File: src/rtl/slot_reel_controller_pkg.sv
// Shared types and helpers for the slot reel controller.
// State encodings are fixed so the top level can decode them if it ever needs to.
package slot_reel_controller_pkg;

  localparam int unsigned MaxReels = 8;

  typedef enum logic [1:0] {
    StIdle = 2'd0,
    StSpin = 2'd1,
    StEval = 2'd2
  } state_e;

  // Per-cycle advance of reel idx: odd steps so every reel visits every symbol.
  function automatic int unsigned reel_step(int unsigned idx, int unsigned sym_bits);
    return (2 * idx + 1) % (32'd1 << sym_bits);
  endfunction

endpackage

File: src/rtl/slot_reel_controller_if.sv
// Board-side signal bundle of the slot reel controller: keys and switches in, display data out.
interface slot_reel_controller_if #(
  parameter int unsigned NUM_REELS = 3,
  parameter int unsigned SYM_BITS  = 2,
  parameter int unsigned CREDIT_W  = 5,
  parameter int unsigned LOAD_W    = 3
);

  logic                          load_en;
  logic [LOAD_W-1:0]             load_val;
  logic                          withdraw;
  logic                          start_key;
  logic                          stop_key;
  logic [CREDIT_W-1:0]           credit;
  logic [NUM_REELS*SYM_BITS-1:0] reels;
  logic                          spinning;
  logic                          win;

  modport master (
    output load_en,
    output load_val,
    output withdraw,
    output start_key,
    output stop_key,
    input  credit,
    input  reels,
    input  spinning,
    input  win
  );

  modport slave (
    input  load_en,
    input  load_val,
    input  withdraw,
    input  start_key,
    input  stop_key,
    output credit,
    output reels,
    output spinning,
    output win
  );

endinterface

File: src/rtl/slot_reel_controller_key_edge_sync.sv
// Synchronises an active-low push key and emits a one-cycle pulse per press.
// A hold produces a single pulse; synchronisers reset to the released level.
module slot_reel_controller_key_edge_sync (
  input  logic clk,
  input  logic Clear_b,
  input  logic key,
  output logic press
);

  logic s1_q, s2_q, s3_q;

  always_ff @(posedge clk or negedge Clear_b) begin
    if (!Clear_b) begin
      s1_q <= 1'b1;
      s2_q <= 1'b1;
      s3_q <= 1'b1;
    end else begin
      s1_q <= key;
      s2_q <= s1_q;
      s3_q <= s2_q;
    end
  end

  assign press = s3_q & ~s2_q;

endmodule

File: src/rtl/slot_reel_controller.sv
// N-reel slot game core: credit keeping, reel spin/stop sequencing and win evaluation.
// Reels are stopped in order 0..N-1 by the stop key or by an idle timeout.
module slot_reel_controller
  import slot_reel_controller_pkg::*;
#(
  parameter int unsigned NUM_REELS   = 3,
  parameter int unsigned SYM_BITS    = 2,
  parameter int unsigned CREDIT_W    = 5,
  parameter int unsigned LOAD_W      = 3,
  parameter int unsigned JACKPOT_PAY = 2,
  parameter int unsigned PAIR_PAY    = 0,
  parameter int unsigned AUTO_STOP   = 1024
) (
  input logic                 clk,
  input logic                 Clear_b,
  slot_reel_controller_if.slave bus
);

  localparam int unsigned ReelsW = NUM_REELS * SYM_BITS;
  localparam int unsigned NrW    = $clog2(NUM_REELS + 1);
  localparam int unsigned CntW   = (AUTO_STOP > 1) ? $clog2(AUTO_STOP) : 1;
  localparam logic [NrW-1:0]  LastReel  = NrW'(NUM_REELS - 1);
  localparam logic [CntW-1:0] CntLimit  = CntW'(AUTO_STOP - 1);
  localparam logic [32:0]     CreditMax = (33'd1 << CREDIT_W) - 33'd1;

  if (LOAD_W > CREDIT_W) begin : g_bad_load_w
    $error("LOAD_W (%0d) must not exceed CREDIT_W (%0d)", LOAD_W, CREDIT_W);
  end
  if (NUM_REELS < 2 || NUM_REELS > MaxReels) begin : g_bad_num_reels
    $error("NUM_REELS (%0d) must be in 2..%0d", NUM_REELS, MaxReels);
  end
  if (SYM_BITS < 1) begin : g_bad_sym_bits
    $error("SYM_BITS must be at least 1");
  end

  function automatic logic [CREDIT_W-1:0] sat_add(logic [CREDIT_W-1:0] base, int unsigned pay);
    logic [32:0] sum;
    sum = 33'(base) + 33'(pay);
    return (sum > CreditMax) ? '1 : sum[CREDIT_W-1:0];
  endfunction

  state_e              state_q;
  logic [CREDIT_W-1:0] credit_q;
  logic [ReelsW-1:0]   reels_q;
  logic [ReelsW-1:0]   reels_adv;
  logic [NrW-1:0]      next_reel_q;
  logic [CntW-1:0]     auto_cnt_q;
  logic                win_q;
  logic                spinning_q;

  logic                 start_press;
  logic                 stop_press;
  logic                 timeout;
  logic                 stop_now;
  logic [NUM_REELS-1:0] advance;
  logic [NUM_REELS-1:0] eq_first;
  logic                 all_equal;
  logic                 pair_equal;

  slot_reel_controller_key_edge_sync u_start_sync (
    .clk    (clk),
    .Clear_b(Clear_b),
    .key    (bus.start_key),
    .press  (start_press)
  );

  slot_reel_controller_key_edge_sync u_stop_sync (
    .clk    (clk),
    .Clear_b(Clear_b),
    .key    (bus.stop_key),
    .press  (stop_press)
  );

  // A press and a timeout landing together still stop only one reel.
  assign timeout  = (AUTO_STOP != 0) && (auto_cnt_q == CntLimit);
  assign stop_now = stop_press | timeout;

  for (genvar g = 0; g < NUM_REELS; g++) begin : g_reel
    localparam logic [SYM_BITS-1:0] Step = SYM_BITS'(reel_step(g, SYM_BITS));

    // The reel being stopped this cycle keeps the value it shows now.
    assign advance[g] = (NrW'(g) > next_reel_q) || ((NrW'(g) == next_reel_q) && !stop_now);
    assign reels_adv[g*SYM_BITS +: SYM_BITS] = advance[g]
        ? reels_q[g*SYM_BITS +: SYM_BITS] + Step
        : reels_q[g*SYM_BITS +: SYM_BITS];
    assign eq_first[g] = (reels_q[g*SYM_BITS +: SYM_BITS] == reels_q[0 +: SYM_BITS]);
  end

  assign all_equal  = &eq_first;
  assign pair_equal = (reels_q[0 +: SYM_BITS] == reels_q[SYM_BITS +: SYM_BITS]);

  always_ff @(posedge clk or negedge Clear_b) begin
    if (!Clear_b) begin
      state_q     <= StIdle;
      credit_q    <= '0;
      reels_q     <= '0;
      next_reel_q <= '0;
      auto_cnt_q  <= '0;
      win_q       <= 1'b0;
      spinning_q  <= 1'b0;
    end else begin
      unique case (state_q)
        StIdle: begin
          if (bus.withdraw) begin
            credit_q <= '0;
            win_q    <= 1'b0;
          end else if (bus.load_en) begin
            credit_q <= CREDIT_W'(bus.load_val);
            win_q    <= 1'b0;
          end else if (start_press && (credit_q != '0)) begin
            credit_q    <= credit_q - CREDIT_W'(1);
            win_q       <= 1'b0;
            next_reel_q <= '0;
            auto_cnt_q  <= '0;
            state_q     <= StSpin;
            spinning_q  <= 1'b1;
          end
        end
        StSpin: begin
          reels_q <= reels_adv;
          if (stop_now) begin
            next_reel_q <= next_reel_q + NrW'(1);
            auto_cnt_q  <= '0;
            if (next_reel_q == LastReel) begin
              state_q    <= StEval;
              spinning_q <= 1'b0;
            end
          end else begin
            auto_cnt_q <= auto_cnt_q + CntW'(1);
          end
        end
        StEval: begin
          if (all_equal) begin
            credit_q <= sat_add(credit_q, JACKPOT_PAY);
            win_q    <= 1'b1;
          end else if ((PAIR_PAY != 0) && pair_equal) begin
            credit_q <= sat_add(credit_q, PAIR_PAY);
            win_q    <= 1'b1;
          end else begin
            win_q <= 1'b0;
          end
          state_q <= StIdle;
        end
        default: begin
          state_q    <= StIdle;
          spinning_q <= 1'b0;
        end
      endcase
    end
  end

  assign bus.credit   = credit_q;
  assign bus.reels    = reels_q;
  assign bus.spinning = spinning_q;
  assign bus.win      = win_q;

endmodule
File: src/flat_wrapper.sv
// flat-port wrapper written by rule: the top's interface ports become plain ports
module slot_reel_controller_flat import slot_reel_controller_pkg::*;
#(
  parameter int unsigned NUM_REELS   = 3,
  parameter int unsigned SYM_BITS    = 2,
  parameter int unsigned CREDIT_W    = 5,
  parameter int unsigned LOAD_W      = 3,
  parameter int unsigned JACKPOT_PAY = 2,
  parameter int unsigned PAIR_PAY    = 0,
  parameter int unsigned AUTO_STOP   = 1024
)
  (clk, Clear_b, bus_load_en, bus_load_val, bus_withdraw, bus_start_key, bus_stop_key, bus_credit, bus_reels, bus_spinning, bus_win);
  slot_reel_controller_if #(.NUM_REELS(NUM_REELS), .SYM_BITS(SYM_BITS), .CREDIT_W(CREDIT_W), .LOAD_W(LOAD_W)) bus_i ();
  input logic clk;
  input logic Clear_b;
  input wire logic [$bits(bus_i.load_en)-1:0] bus_load_en;
  input wire logic [$bits(bus_i.load_val)-1:0] bus_load_val;
  input wire logic [$bits(bus_i.withdraw)-1:0] bus_withdraw;
  input wire logic [$bits(bus_i.start_key)-1:0] bus_start_key;
  input wire logic [$bits(bus_i.stop_key)-1:0] bus_stop_key;
  output wire logic [$bits(bus_i.credit)-1:0] bus_credit;
  output wire logic [$bits(bus_i.reels)-1:0] bus_reels;
  output wire logic [$bits(bus_i.spinning)-1:0] bus_spinning;
  output wire logic [$bits(bus_i.win)-1:0] bus_win;
  assign bus_i.load_en = bus_load_en;
  assign bus_i.load_val = bus_load_val;
  assign bus_i.withdraw = bus_withdraw;
  assign bus_i.start_key = bus_start_key;
  assign bus_i.stop_key = bus_stop_key;
  assign bus_credit = bus_i.credit;
  assign bus_reels = bus_i.reels;
  assign bus_spinning = bus_i.spinning;
  assign bus_win = bus_i.win;
  slot_reel_controller #(.NUM_REELS(NUM_REELS), .SYM_BITS(SYM_BITS), .CREDIT_W(CREDIT_W), .LOAD_W(LOAD_W), .JACKPOT_PAY(JACKPOT_PAY), .PAIR_PAY(PAIR_PAY), .AUTO_STOP(AUTO_STOP)) u_core (.clk(clk), .Clear_b(Clear_b), .bus(bus_i));
endmodule
File: config.mk
export PLATFORM = sky130hd
export DESIGN_NAME = slot_reel_controller_flat
export DESIGN_NICKNAME = d
export VERILOG_FILES = /design/src/rtl/slot_reel_controller_pkg.sv /design/src/rtl/slot_reel_controller_if.sv /design/src/rtl/slot_reel_controller_key_edge_sync.sv /design/src/rtl/slot_reel_controller.sv /design/src/flat_wrapper.sv
export SDC_FILE = /design/constraint.sdc
export NUM_CORES = 1
export LEC_CHECK = 0
export ABC_AREA = 1
export CAP_MARGIN = 20
export CORE_UTILIZATION = 55
export CTS_BUF_LIST = sky130_fd_sc_hd__clkbuf_8
export DETAILED_ROUTE_END_ITERATION = 12
export GPL_ROUTABILITY_DRIVEN = 0
export PLACE_DENSITY = 0.78
export SYNTH_ARGS = -nofsm -noshare
export SYNTH_HDL_FRONTEND = slang
export SYNTH_SLANG_ARGS = --single-unit
File: constraint.sdc
create_clock -name clk -period 1.8 [get_ports clk]
set_input_delay 0.36 -clock clk [delete_from_list [all_inputs] [get_ports clk]]
set_output_delay 0.36 -clock clk [all_outputs]
set_load 0.01 [all_outputs]
==> run metrics, run 1 <==
worst-margin pin slew=around 0.40 ns; largest net degree at the start of global routing=34; grt met3 use=5.51%; GRT overflow=0; total core area=3420 µm²; CP Class=reg2out; CP cell instances=clkdlybuf4s50_1; mean post-synth cell area=~8.0 µm²; PostCTS Resize Cnt=0; Yosys warning count=0; Critical Path AT=1.33 ns; Buf/Inv on CP=1; clock skew=0.00229 ns; #FFs+latches synth=33; Clock Latency Late Sink=0.29 ns; Port Buffers=21; first-pass GRT wire length=approximately 7.3 mm; ant diodes=0; Initial Util=between 50 and 60%; fin worst setup slack=0.105 ns; initial drt markers=between 100 and 150; max-slew violation count=0; grt met2 use=around 37%; layout cells sized above 1=approximately 16%; Final Power=about 3500 µW; Reg clk slew, reported paths=0.07 ns; number of buffers created by CTS=5; Post-Synthesis Cells=250; hold crit path type=reg2reg; die area=3870 µm²; clk sinks=33; VDD IR max=1150 µV; Die Height=62.2 µm; crit path max fanout=7; Worst setup EP type=primary output; P_leak=between 0.001 and 0.0015 µW; post-synth cell types=31; CTS hold repair buffers=0; Vias per Instance=5.20; Residual DRC=0; Worst EP required=~1.4 ns; power per standard cell area=1470 nW/µm²; Yosys top cell by area=dfrtp_1; pre-CTS setup slack=-0.0256 ns; met1 track demand over resource=30.5%; fin crit period=roughly 1.7 ns; unrepaired setup endpoints after global routing=no; period utilisation layout=~94%; cell family with most CP delay=buffers and inverters; endpoints failing setup=0; CTS max path bufs=2; f_max=between 0.5 and 0.6 GHz; CP peak stage delay=0.58 ns; WL/cell=between 10 and 15 µm; Synth area leaders=dfrtp_1, nand2_1, dfstp_2, ha_1, nand3_1; max-cap check violation count=0; startpoint types=flip-flop; ANT nets after route=0; Total GRT Usage=between 20% and 30%; Syn Nets=270; DRT Wirelength=3.99 mm; # rows=21; via count=1700; layer with the highest usage=met2; slew margin rel.=73.3%; sequential area share after synthesis=41.8%; H-Tree Depth=2; num ports=22; Synth top area share=33.9%; Die X-Extent=62.2 µm; status=complete, no violations; vias in the first global route=1710; Post-Syn Area=roughly 2000 µm²; Hold WS=0.358 ns; first-pass iteration count of the detailed router=4; CTS tree=yes; final hold violations=0; Slowest-stage cell, CP=clkdlybuf4s50_1; initial antenna violation count=0; post-DP HPWL=between 2 and 3 mm; Area growth syn-to-layout=20.7%; setup repair bufs after CTS=0; Root Driver=clkbuf_8; nets=300
==> cells by family (layout without fill, tap and decap cells) <==
| kind of cell | after synthesis | in the layout | share of synthesized area [%] |
|---|---|---|---|
| AOI/OAI and AO/OA | 31 | 31 | 8.66 |
| xor gates and xnor gates | 6 | 6 | 2.64 |
| adders and majority gates | 11 | 11 | 6.91 |
| buffers and inverters | 36 | 67 | 7.72 |
| DFF | 33 | 33 | 41.8 |
| muxes | 1 | 1 | 0.502 |
| and+or+nand+nor | 132 | 132 | 31.8 |
==> per-stage QoR <==
stage / std cells / setup TNS, ns / utilization, % / cell area, µm²
floorplan: 250 / 0 / - / 1990
global placement: 319 / 0 / 66.8 / 2280
detailed placement: 319 / -0.0468 / 66.8 / 2280
CTS: 327 / 0 / 70.4 / 2400
global route: 327 / 0 / 70.4 / 2400
finish: 327 / 0 / 70.4 / 2400
==> state kept, by name, indices dropped and copies added, names as in the netlist, 2 cells and up <==
signal,count
u_core.bus.reels,6
u_core.auto_cnt_q,10
u_core.state_q,2
u_core.next_reel_q,2
u_core.bus.credit,5
==> cell type report <==
| type | count | area [µm²] |
|---|---|---|
| Tap cell | 46 | 57.6 |
| Timing Repair Buffer | 26 | 260 |
| Multi-Input combinational cell | 181 | 1010 |
| Clock buffer | 6 | 82.6 |
| Fill cell | 280 | 1010 |
| Clock inverter | 2 | 37.5 |
| Inverter | 33 | 126 |
| Sequential cell | 33 | 835 |
==> power breakdown <==
part / leakage (µW) / switching, µW / internal, µW / total (µW)
logic: 0.000651 / 838 / 714 / 1550
registers: 0.000408 / 278 / 966 / 1240
clock network: 0.0000574 / 287 / 450 / 737
total: 0.00112 / 1400 / 2130 / 3530
==> final timing paths <==
path,start,to,slack [ns],cells past startpoint
setup / recovery,u_core.bus.credit[4],bus_credit[4],0.11,1
max in group asynchronous,Clear_b,u_core.u_start_sync.s1_q,1.01,2
hold reg to reg,u_core.u_stop_sync.s1_q,u_core.u_stop_sync.s2_q,0.36,0
setup reg to reg,u_core.auto_cnt_q[0],u_core.bus.reels[2],0.18,8
min in group asynchronous,Clear_b,u_core.auto_cnt_q[7],0.47,2
hold / removal,u_core.u_stop_sync.s1_q,u_core.u_stop_sync.s2_q,0.36,0
==> synthesized netlist by cell type (all sizes together) <==
master / number
o21ai: 19
mux2i: 1
nand4: 7
nor3: 2
inv: 33
nand3: 24
xnor2: 1
and3: 1
nand3b: 2
a21oi: 8
ha: 11
dfstp: 6
dfrtp: 27
buf: 3
o31ai: 3
nand2: 76
xor2: 5
nor2: 20
o22ai: 1
==> cells in the final DEF, fill, tap and decap left out, types with 3 or more instances in the layout <==
master,instances
inv_2,3
clkbuf_8,6
ha_1,11
nor2_4,3
a21oi_1,7
dfrtp_1,26
nand3_1,22
nand4_1,7
o21ai_1,5
buf_4,4
nor2_2,3
xor2_1,5
dfstp_2,6
nand2_1,66
inv_1,29
o21ai_0,14
nand2_2,9
nor2_1,14
clkdlybuf4s50_1,21
==> metal layers <==
layer	vias to the layer above	wire length, µm
met3	7	194
met4	0	58
met5	-	0
li1	865	-
met1	780	1880
met2	48	1850
No activity file was read; power rests on OpenSTA's default activity.
==> run 2, diff against run 1 <==
- CORE_UTILIZATION: 55 -> 53
- PLACE_DENSITY: 0.78 -> 0.79
- clock period: 1.8 -> 1.4 ns (I/O delays scaled with it)
==> run metrics, run 2 (synthesized netlist as in run 1, its figures left out) <==
Initial Util=57.5% (-0.88 points); total core area=3470 µm² (+1.5%); status=finished, violations left; num ports=22 (unchanged); first-pass iteration count of the detailed router=5 (+1); number of buffers created by CTS=5 (unchanged); # fillers=198 (-29%); CP cell instances=clkinv_4, ha_4, inv_4, nor2_4, nand2_4, nand3_4, nand2_8, clkbuf_16, a21oi_2, nor2_1; endpoints failing setup=19 (+19); initial drt markers=169 (+33%); reg2reg start=u_core.bus.credit[1]; die area=4010 µm² (+3.7%); f_max=0.647 GHz; power per standard cell area=1910 nW/µm² (+30%); CTS tree=yes; most frequent cells in the layout=nand2_1, buf_4, inv_1; first-pass GRT wire length=8.34 mm (+14%); period utilisation layout=110%; WL/cell=16.5 µm (+35%); CP Class=reg2reg; worst-margin pin slew=0.300 ns (-0.100 ns); ant diodes=0 (unchanged); Die Height=63.3 µm (+1.8%); Largest Register=u_core.auto_cnt_q; Port Buffers=21 (unchanged); # rows=21 (unchanged); Residual DRC=0 (unchanged); Worst setup EP type=flip-flop; post-DP HPWL=3.05 mm (+7.4%); unrepaired setup endpoints after global routing=yes; H-Tree Depth=2 (unchanged); clk sinks=33 (unchanged); Reg clk slew, reported paths=0.08 ns (about the same); slew margin rel.=79.8% (+6.5 points); crit path max fanout=5 (-2); Final Power=5580 µW (+58%); pre-CTS setup slack=-0.344 ns (-0.318 ns); VDD IR max=1420 µV (+24%); violated checks=setup timing; fin crit period=1.55 ns; max FFs per register=10 (unchanged); Clock Latency Late Sink=0.30 ns (about the same); fin worst setup slack=-0.147 ns (-0.252 ns); nets=331 (+10%); clock skew=0.0110 ns (+0.00870 ns); startpoint types=flip-flop; max-cap check violation count=0 (unchanged); layout cells sized above 1=40.4% (+25 points); Die X-Extent=63.3 µm (+1.8%); final hold violations=0 (unchanged); Vias per Instance=5.61 (+7.9%); CP peak stage delay=0.44 ns (-0.14 ns); largest net degree at the start of global routing=34 (unchanged); most common cell after layout, fill and taps aside=nand2_1; ANT nets after route=0 (unchanged); Worst EP required=1.59 ns (+0.15 ns); hold crit path type=in2async; Final Util=84.2% (+14 points); CTS max path bufs=2 (unchanged); DRT Wirelength=5.90 mm (+48%); Total GRT Usage=26.5% (+3.1 points); Critical Path AT=1.74 ns (+0.41 ns); Slowest-stage cell, CP=dfrtp_2; Hold WS=0.343 ns (-0.0151 ns); max-slew violation count=0 (unchanged); Root Driver=clkbuf_8; initial antenna violation count=0 (unchanged); GRT overflow=0 (unchanged); CP startpoint=u_core.bus.credit[1]; Worst Reg-to-Reg Cells=10 (+2); Area growth syn-to-layout=46.5%; P_leak=0.00138 µW (+23%); via count=2009 (+18%); vias in the first global route=1815 (+6.1%)
run 2: changes by cell type in the layout (fill, tap and decap cells not counted), moves of 7 or more:
cell | previous run | this run
dlygate4sd2_1 | 0 | 11
nand2_4 | 1 | 8
o21ai_0 | 14 | 7
buf_4 | 4 | 28
nand2_1 | 66 | 52
clkdlybuf4s50_1 | 21 | 8
run 2: final cells by class:
| cell class | count | area [µm²] | share of cell area [%] |
|---|---|---|---|
| clock buffers | 5 | 68.8 | 2.36 |
| clock inverters | 3 | 17.5 | 0.600 |
| inverters | 33 | 136 | 4.67 |
| multi-input cells | 181 | 1270 | 43.6 |
| flip-flops and latches | 33 | 842 | 28.8 |
| well taps | 46 | 57.6 | 1.97 |
| repair buffers | 57 | 523 | 17.9 |
run 2: path summary, 6_finish.rpt:
check	end	slack, ns
min in group clk	u_core.u_start_sync.s2_q	0.35
max in group asynchronous	u_core.u_start_sync.s1_q	0.80
max	u_core.auto_cnt_q[2]	-0.15
min	u_core.auto_cnt_q[4]	0.34
min reg2reg	u_core.u_start_sync.s2_q	0.35
max reg2reg	u_core.auto_cnt_q[2]	-0.15
run 2: power by group:
group | switching, µW | internal, µW
clock network | 387 | 343
logic | 1790 | 1520
registers | 290 | 1250
run 2: worst max-delay path, delay by kind of cell (launching register included):
family / cells / cell delay [ns]
flip-flops: 1 / 0.44
AND/OR/NAND/NOR: 5 / 0.44
buffers and inverters: 3 / 0.29
adder cells (fa/ha/maj): 1 / 0.14
AO/OA/AOI/OAI: 1 / 0.12
run 2: routing by layer:
metal	global-route usage (%)	wire length, µm	vias to the layer above
li1	-	-	934
met1	34.7	2370	965
met2	43.9	3080	92
met3	4.71	319	18
met4	9.09	129	0
met5	0	0	-
run 2: metrics by stage:
| stage | instance area [µm²] | setup TNS, ns | instances |
|---|---|---|---|
| CTS | 2660 | -0.180 | 355 |
| global route | 2920 | -2.46 | 358 |
| floorplan | 2020 | -0.0131 | 250 |
| detailed placement | 2480 | -4.41 | 340 |
| global placement | 2480 | -3.72 | 340 |
| finish | 2920 | -1.03 | 358 |
run 2: repair_timing:
item / 4_1_cts / 5_1_grt
gates resized for setup: 32 / 63
setup buffers: 7 / 2
setup endpoints to repair: 27 / 23
gates cloned: 0 / 1
hold buffers: 0 / 0
pin swaps: 4 / 14
